--- src/rtl/alu_pkg.sv ---
// rtl/alu_pkg.sv - shared ALU control codes, mul/div op codes and sequencer state encodings
//
// Contents:
//   ALU_ADD / ALU_SUB / ALU_SLTU : ALUctr codes understood by the shared 32-bit ALU
//   md_op_e                      : MUL / DIVU / REMU request codes (2'b11 reserved, runs as MUL)
//   md_state_e                   : IDLE / RUN / FIN states of alu_muldiv_seq
package alu_pkg;

   localparam logic [3:0] ALU_ADD  = 4'b0000;
   localparam logic [3:0] ALU_SUB  = 4'b1000;
   localparam logic [3:0] ALU_SLTU = 4'b1010;

   typedef enum logic [1:0] {
      MD_MUL  = 2'b00,
      MD_DIVU = 2'b01,
      MD_REMU = 2'b10,
      MD_RSVD = 2'b11
   } md_op_e;

   typedef enum logic [1:0] {
      IDLE = 2'b00,
      RUN  = 2'b01,
      FIN  = 2'b10
   } md_state_e;

endpackage

--- src/rtl/alu_muldiv_seq.sv ---
// rtl/alu_muldiv_seq.sv - multi-cycle MUL/DIVU/REMU sequencer driving the shared 32-bit ALU
//
// Ports:
//   clk, rst_n        : clock (rising edge), asynchronous active-low reset
//   start, op         : request and op code (00 MUL, 01 DIVU, 10 REMU, 11 as MUL); sampled in IDLE only
//   src_a, src_b      : multiplicand/dividend and multiplier/divisor, captured on accept
//   busy              : high while iterating (RUN)
//   done              : one-cycle pulse in FIN; result valid in that cycle
//   result            : final value, held until the next accepted start
//   alu_a, alu_b      : ALU operands (0 outside RUN)
//   alu_ctr           : ALU control (ADD for MUL, SUB for DIV/REM; ADD outside RUN)
//   alu_res, alu_less : ALU result and unsigned-borrow flag
//
// Build option: MULDIV_EARLY_OUT_EN - MUL finishes as soon as the remaining multiplier is zero.
module alu_muldiv_seq
   import alu_pkg::*;
#(
   parameter int XLEN  = 32,
   parameter int CNT_W = 5
) (
   input  logic              clk,
   input  logic              rst_n,
   input  logic              start,
   input  logic [1:0]        op,
   input  logic [XLEN-1:0]   src_a,
   input  logic [XLEN-1:0]   src_b,
   output logic              busy,
   output logic              done,
   output logic [XLEN-1:0]   result,
   output logic [XLEN-1:0]   alu_a,
   output logic [XLEN-1:0]   alu_b,
   output logic [3:0]        alu_ctr,
   input  logic [XLEN-1:0]   alu_res,
   input  logic              alu_less
);

   md_state_e        state_q, state_d;
   logic [CNT_W-1:0] cnt_q;
   logic             is_div_q;   // DIVU or REMU in flight
   logic             is_rem_q;   // REMU in flight
   // acc_q: MUL accumulator / DIV partial remainder
   // sh_q : MUL multiplicand (shifts left) / DIV dividend-then-quotient (shifts left)
   // opb_q: MUL multiplier (shifts right) / DIV divisor (constant)
   logic [XLEN-1:0]  acc_q, acc_d;
   logic [XLEN-1:0]  sh_q, sh_d;
   logic [XLEN-1:0]  opb_q, opb_d;
   logic [XLEN-1:0]  result_q, result_d;

   logic             accept;
   logic             op_div, op_rem, op_mul;
   logic [XLEN-1:0]  rem_sh;
   logic             take;
   logic             last_iter;
   logic             run_exit;

   assign accept    = (state_q == IDLE) && start;
   assign op_div    = (op == MD_DIVU) || (op == MD_REMU);
   assign op_rem    = (op == MD_REMU);
   assign op_mul    = !op_div;
   assign rem_sh    = {acc_q[XLEN-2:0], sh_q[XLEN-1]};
   assign last_iter = (cnt_q == CNT_W'(XLEN-1));
   // The bit shifted out of acc_q is the 33rd bit of the shifted remainder; when
   // set, the true value exceeds any 32-bit divisor, so the subtract must be taken
   // even though the 32-bit ALU compare reports a borrow.
   assign take      = !alu_less || acc_q[XLEN-1];

`ifdef MULDIV_EARLY_OUT_EN
   // Leave after the iteration that consumes the last set multiplier bit.
   assign run_exit  = last_iter || (!is_div_q && (opb_q[XLEN-1:1] == '0));
`else
   assign run_exit  = last_iter;
`endif

   // ---------------- FSM: state register ----------------
   always_ff @(posedge clk or negedge rst_n) begin
      if (!rst_n) begin
         state_q <= IDLE;
      end else begin
         state_q <= state_d;
      end
   end

   // ---------------- FSM: next state ----------------
   always_comb begin
      state_d = state_q;
      unique case (state_q)
         IDLE: begin
            if (start) begin
               if (op_div && (src_b == '0)) begin
                  state_d = FIN;
`ifdef MULDIV_EARLY_OUT_EN
               end else if (op_mul && (src_b == '0)) begin
                  state_d = FIN;
`endif
               end else begin
                  state_d = RUN;
               end
            end
         end
         RUN:     if (run_exit) state_d = FIN;
         FIN:     state_d = IDLE;
         default: state_d = IDLE;
      endcase
   end

   // ---------------- FSM: outputs ----------------
   always_comb begin
      busy    = 1'b0;
      done    = 1'b0;
      alu_a   = '0;
      alu_b   = '0;
      alu_ctr = ALU_ADD;
      unique case (state_q)
         RUN: begin
            busy = 1'b1;
            if (is_div_q) begin
               alu_a   = rem_sh;
               alu_b   = opb_q;
               alu_ctr = ALU_SUB;
            end else begin
               alu_a   = acc_q;
               alu_b   = sh_q;
               alu_ctr = ALU_ADD;
            end
         end
         FIN:     done = 1'b1;
         default: ;
      endcase
   end

   // ---------------- datapath next values ----------------
   always_comb begin
      acc_d = acc_q;
      sh_d  = sh_q;
      opb_d = opb_q;
      if (is_div_q) begin
         acc_d = take ? alu_res : rem_sh;
         sh_d  = {sh_q[XLEN-2:0], take};
      end else begin
         acc_d = opb_q[0] ? alu_res : acc_q;
         sh_d  = sh_q << 1;
         opb_d = opb_q >> 1;
      end
   end

   always_comb begin
      result_d = result_q;
      if (accept && (state_d == FIN)) begin
         // Divide by zero (or zero multiplier with early-out): no iterations run.
         if (op_rem)      result_d = src_a;
         else if (op_div) result_d = '1;
         else             result_d = '0;
      end else if ((state_q == RUN) && (state_d == FIN)) begin
         if (!is_div_q)     result_d = acc_d;
         else if (is_rem_q) result_d = acc_d;
         else               result_d = sh_d;
      end
   end

   // ---------------- datapath registers ----------------
   always_ff @(posedge clk or negedge rst_n) begin
      if (!rst_n) begin
         cnt_q    <= '0;
         is_div_q <= 1'b0;
         is_rem_q <= 1'b0;
         acc_q    <= '0;
         sh_q     <= '0;
         opb_q    <= '0;
         result_q <= '0;
      end else begin
         result_q <= result_d;
         if (accept) begin
            cnt_q    <= '0;
            is_div_q <= op_div;
            is_rem_q <= op_rem;
            acc_q    <= '0;
            sh_q     <= src_a;
            opb_q    <= src_b;
         end else if (state_q == RUN) begin
            cnt_q <= cnt_q + CNT_W'(1);
            acc_q <= acc_d;
            sh_q  <= sh_d;
            opb_q <= opb_d;
         end
      end
   end

   assign result = result_q;

endmodule

--- config.mk ---
export PLATFORM = sky130hd
export DESIGN_NAME = alu_muldiv_seq
export DESIGN_NICKNAME = d
export VERILOG_FILES = /design/src/rtl/alu_pkg.sv /design/src/rtl/alu_muldiv_seq.sv
export SDC_FILE = /design/constraint.sdc
export NUM_CORES = 1
export LEC_CHECK = 0
export CELL_PAD_IN_SITES_DETAIL_PLACEMENT = 0
export CELL_PAD_IN_SITES_GLOBAL_PLACEMENT = 1
export CORE_MARGIN = 2
export CORE_UTILIZATION = 30
export CTS_CLUSTER_DIAMETER = 150
export DETAILED_ROUTE_END_ITERATION = 8
export GPL_ROUTABILITY_DRIVEN = 0
export MAX_ROUTING_LAYER = met4
export PLACE_DENSITY_LB_ADDON = 0.1
export SLEW_MARGIN = 20
export SYNTH_ARGS = -nofsm -noshare
export SYNTH_HDL_FRONTEND = slang
export SYNTH_SLANG_ARGS = --single-unit
--- constraint.sdc ---
create_clock -name clk -period 2.85 [get_ports clk]
set_input_delay 0.7125 -clock clk [delete_from_list [all_inputs] [get_ports clk]]
set_output_delay 0.7125 -clock clk [all_outputs]
set_load 0.01 [all_outputs]
**Yosys cells after proc, flatten, opt, wreduce, memory -nomap -nowiden**

Index checks and enable logic that the tools add are counted.

- Flip-flop bits (word level): 137
- Input port bits: 102
- Output and inout bits: 102
- Logic and storage cells: 59

- Add/sub/neg operators: 1
- Equality and inequality tests: 7
- Mux-type cells: 31
- Reductions and logical operators: 12

Operator list:

| operator | number |
|---|---|
| 2-to-1 mux 32 bit | 20 |
| zero test 32 bit | 1 |
| 2-to-1 mux 5 bit | 2 |
| 2-to-1 mux 4 bit | 2 |
| == test 2 bit (second input constant) | 3 |
| 2-to-1 mux 2 bit | 3 |
| adder 5 x 1 -> 5 bit (second input constant) | 1 |
| == test 5 bit (second input constant) | 1 |
| == test 2 x 1 -> 1 bit (second input constant) | 2 |
| logical AND 1 bit | 4 |
| case mux 2 bit (2 select lines) | 1 |
| nonzero test 2 bit | 2 |
| 2-to-1 mux 1 bit | 3 |
| zero test 2 bit | 1 |
| logical OR 1 bit | 2 |
| != test 2 x 1 -> 1 bit (second input constant) | 1 |
| AND reduction 2 bit | 1 |
| zero test 1 bit | 1 |

**Depth between registers and ports, before layout**

- Depth after elaboration: 10
- Mapped depth: 9
- Mapped depth without buffers: 7

**Worst setup path after synthesis**

OpenSTA, ideal clock, no wires.

- Path type: in2reg
- Start: input op[0]
- End: register result_q[10], in the netlist result[10]
- Library setup time: 79 ps
- Arrival: 2352 ps
- Required time: 2771 ps
- Setup slack: 419 ps
- Cell stages on the path: 7
- Buffers on the path: 1
- Path through: inv_1 > ha_1 > nor4_1 > nand4_1 > nor4_4 > buf_6 > mux2i_1

- Cells in the longest elaborated chain, start to end: 9
- Elaborated cells on any way between the ends: 14
- Those cells by class: eq/ne (3); mux (6); reduce/logical (5)

RTL lines:

| element | line | RTL |
|---|---|---|
| start: declaration | alu_muldiv_seq.sv:24 | `input logic [1:0] op,` |
| == test 2 x 1 -> 1 bit / == test 2 bit (equally long branches) | alu_muldiv_seq.sv:57, alu_muldiv_seq.sv:58 |  |
| logical OR 1 bit | alu_muldiv_seq.sv:57 | `assign op_div = (op == MD_DIVU) \|\| (op == MD_REMU);` |
| logical AND 1 bit | alu_muldiv_seq.sv:89 | `if (op_div && (src_b == '0)) begin` |
| 2-to-1 mux 2 bit | alu_muldiv_seq.sv:89 |  |
| 2-to-1 mux 2 bit | alu_muldiv_seq.sv:88 | `if (start) begin` |
| case mux 2 bit (2 select lines) | alu_muldiv_seq.sv:86 | `unique case (state_q)` |
| == test 2 bit | alu_muldiv_seq.sv:148, alu_muldiv_seq.sv:153 |  |
| logical AND 1 bit, on equally long branches | alu_muldiv_seq.sv:148, alu_muldiv_seq.sv:153 |  |
| 2-to-1 mux 32 bit / nonzero test 2 bit (equally long branches) | - |  |
| end signal: assignment | alu_muldiv_seq.sv:171 | `result_q <= result_d;` |
| end: declaration | alu_muldiv_seq.sv:47 | `logic [XLEN-1:0] result_q, result_d;` |

Several ways; a longest one is shown, not always the timed one.
A chain may end at the register's enable or synchronous reset.

**Worst setup path after layout**

- Start: register is_div_q
- End: output alu_b[31]

- Cells in the longest elaborated chain, start to end: 2

RTL lines:

| element | line | RTL |
|---|---|---|
| start: declaration | alu_muldiv_seq.sv:39 | `logic is_div_q;` |
| start signal: assignment | alu_muldiv_seq.sv:174 | `is_div_q <= op_div;` |
| 2-to-1 mux 32 bit | alu_muldiv_seq.sv:116 | `if (is_div_q) begin` |
| 2-to-1 mux 32 bit | alu_muldiv_seq.sv:113 | `unique case (state_q)` |
| end: declaration | alu_muldiv_seq.sv:31 | `output logic [XLEN-1:0] alu_b,` |

No other way between the ends.

==> impl_metrics.csv <==
group,metric,value,unit
outcome,status,"finished, final reports clean",
sta,fin_skew,0.007630,ns
die,start_util,30.46,%
die,die_h,174.5,microns
die,die_area,30440,sq um
die,num_io_pins,204,
logic_synthesis,muxShareOfSynthArea,21.47,%
worst_setup_path,cp.arrival,2.10,ns
worst_setup_path,slowest_delay,0.58,ns
power_and_ir_drop,seqPwrFrac,27.8,%
logic_synthesis,synth_edf_count,0,
power_and_ir_drop,peakVddDrop,412.6,uV
placed_design,hpwl,22.70,mm
min_path,hold_class,"primary input to async pin",
logic_synthesis,synth_top_family_by_area,"multiplexers",
logic_synthesis,synthAdderAreaFrac,0.4305,%
drt,dr.first_iter.drc_count,535,
die,rows,62,
global_routing,grt_pass1_vias,7824,
layout,mostFrequentLayoutCells,"192 x clkdlybuf4s50_1, 187 x mux2i_1, 138 x nand2_1",
drt,drc,0,
sta,drv_slew,0,
power_and_ir_drop,pwr-share-clk,17.3,%
sta,worst_pin_slew,0.6364,ns
power_and_ir_drop,switching_share,42.22,%
sta,hold_viol_final,0,
cts,tritoncts,"built",
logic_synthesis,synthDistinctLibCells,41,
layout,layout.nets,1303,
cts,clk_pin_slew,0.06,ns
sta,min_period_over_period,98.73,%
cts,cts-root-buf,"clkbuf_16",
worst_setup_path,slowest_stage,"dfrtp_4",
logic_synthesis,syn_inst,1024,
global_routing,grt_pass1_wl,48.33,mm
power_and_ir_drop,pwr-share-comb,54.9,%
power_and_ir_drop,p_int,0.008046,W
worst_setup_path,crit_path_end_kind,"output port",
sta,min_period,2.814,ns
cts,cts.sink_count,137,
logic_synthesis,seq_area_frac_synth,39.32,%
sta,relSlewSlack,57.57,%
sta,rsz0062_at_grt,"true",
global_routing,grt_antenna_before_repair,4,
logic_synthesis,synth-simple-area-share,16.49,%
layout,regArea,3436,sq um
logic_synthesis,synth_top_flop_cell,"dfrtp_1",
worst_setup_path,cp_cell_sequence,"buf_12 > mux2i_1 > nor2_1 > clkdlybuf4s50_1",
global_routing,overflow,0,
cts,clk_latency,0.42,ns
cts,cts_max_path_buffers,2,
drt,via_count,8043,
layout,nFillCells,2820,
die,core-area,28630,sq um
drt,totalWireLength,31.50,mm
drt,drt-wirelength-per-cell,19.70,microns
sta,finalWorstSetupSlack,0.03620,ns
power_and_ir_drop,p_switching,0.005880,W
drt,avgViaCountPerCell,5.030,
drt,dr.pass1.iters,5,
worst_setup_path,crit_fanout,32,
worst_setup_path,path_class,"flop to output port",
logic_synthesis,synth_compound_area_share,17.29,%
drt,ant_nets,0,
worst_setup_path,cp.required,2.14,ns
logic_synthesis,avgSynthCellArea,8.514,sq um
power_and_ir_drop,p_leak,5.310,nW
worst_setup_path,crit_path_start_kind,"flop",
global_routing,track_usage,21.25,%
logic_synthesis,ys_seq_elements,137,
die,die_x,174.5,microns
placed_design,numPortBuffers,200,
cts,h-tree-depth,4,
logic_synthesis,yosys_warnings,0,
layout,fin_cells,1599,
logic_synthesis,synth_area,8718,sq um
worst_setup_path,cpLargestDelayFamily,"buffers and inverters",
layout,final_util,41.91,%
layout,area_growth,37.62,%
worst_setup_path,path_buf_inv,2,
sta,setup-violations-final,0,
run,cap_violations,0,
logic_synthesis,synth-xor-area-share,0,%
layout,multiInputGateArea,4903,sq um
layout,layout-drive-gt1-share,7.845,%
power_and_ir_drop,powerDensity,1161,nW/um^2
placed_design,placedCellCount,1557,
logic_synthesis,async_flop_share,100.0,%
layout,final_common_cell,"clkdlybuf4s50_1",
sta,fmax,355.4,MHz
cts,cts_buffers,17,
placed_design,dp_slack,-0.1508,ns
global_routing,grt_max_degree,57,
-- stage by stage --
stage,area [sq um],TNS [ns],power [W],hold slack (ns)
floorplan,8726,0,0.007926,0.4169
global placement,11270,-1.650,0.01143,0.4653
detailed placement,11290,-3.520,0.01156,0.4774
CTS,11950,-0.04336,0.01403,0.2463
global route,12000,-0.1964,0.01499,0.2617
finish,12000,0,0.01393,0.2319
-- power groups by stage --
stage          registers [W]  clock network, W  logic [W]
6_report             0.00387           0.00240    0.00765
5_1_grt              0.00401           0.00253    0.00846
4_1_cts              0.00386           0.00244    0.00772
3_5_place_dp         0.00391                 0    0.00765
3_3_place_gp         0.00390                 0    0.00753
2_1_floorplan        0.00351                 0    0.00442
-- final cells by class --
cell class,instances,share of cell area [%]
clock inverter,11,1.418
clock buffer,21,3.838
antenna,4,0.08343
inverter,5,0.1564
tap,384,4.005
sequential,137,28.64
multi-input combinational,791,40.87
timing repair buffer,246,20.99
-- synth_stat cells, types with 2 or more instances --
cell | instances | area (sq um)
nand3_1 | 31 | 155.2
buf_6 | 3 | 33.78
nand4_1 | 3 | 18.77
and3_1 | 2 | 12.51
a21oi_1 | 61 | 305.3
nor4_1 | 7 | 43.79
o31ai_1 | 2 | 15.01
ha_1 | 3 | 37.54
dfrtp_1 | 137 | 3428
and2_1 | 2 | 12.51
nor2b_1 | 31 | 193.9
buf_4 | 3 | 22.52
nor2_1 | 107 | 401.6
inv_1 | 4 | 15.01
o21ai_0 | 125 | 625.6
o22ai_1 | 30 | 187.7
clkbuf_1 | 60 | 225.2
a311oi_1 | 2 | 17.52
o2bb2ai_1 | 3 | 26.28
a31oi_1 | 3 | 18.77
nand2b_1 | 2 | 12.51
nand2_1 | 138 | 518.0
a211o_1 | 3 | 26.28
a211oi_1 | 3 | 22.52
a22oi_1 | 31 | 232.7
buf_1 | 7 | 26.28
mux2i_1 | 187 | 1872
buf_2 | 21 | 105.1
-- per-layer routing --
metal / part of all wire, % / GRT usage [%] / up-vias
met1: 51 / 32.06 / 3816
li1: - / - / 3980
met5: 0 / - / -
met4: 0.93 / 3.711 / 0
met3: 5.8 / 4.221 / 16
met2: 42 / 29.38 / 231
-- final timing paths --
path / cells past startpoint / startpoint / endpoint / slack (ns)
max reg2reg: 9 / state_q[1] / cnt_q[2] / 0.54
max: 4 / is_div_q / alu_b[31] / 0.04
min: 1 / rst_n / opb_q[24] / 0.23
min reg2reg: 1 / cnt_q[3] / cnt_q[3] / 0.48
min in group clk: 1 / cnt_q[3] / cnt_q[3] / 0.48
max in group asynchronous: 2 / rst_n / acc_q[16] / 1.94
-- flip-flops by register name, summed over array words and instances (netlist names) --
register and count:
is_rem_q 1, state_q 2, result 32, cnt_q 5
opb_q 32, is_div_q 1, acc_q 32, sh_q 32
-- logic make-up after synthesis --
kind of cell    after synthesis
fa+ha+maj                     3
flops                       137
compound gates              267
mux                         187
buf+inv                      99
other cells                   1
simple gates                330
-- timing repair --
item	CTS	global route
gates resized for setup	10	5
endpoints found under the setup margin	36	52
hold buffers	0	0
cloned	0	1
pin swaps	1	0
hold endpoints to repair	0	0
buffers inserted	2	3
No activity file was read; power rests on OpenSTA's default activity.
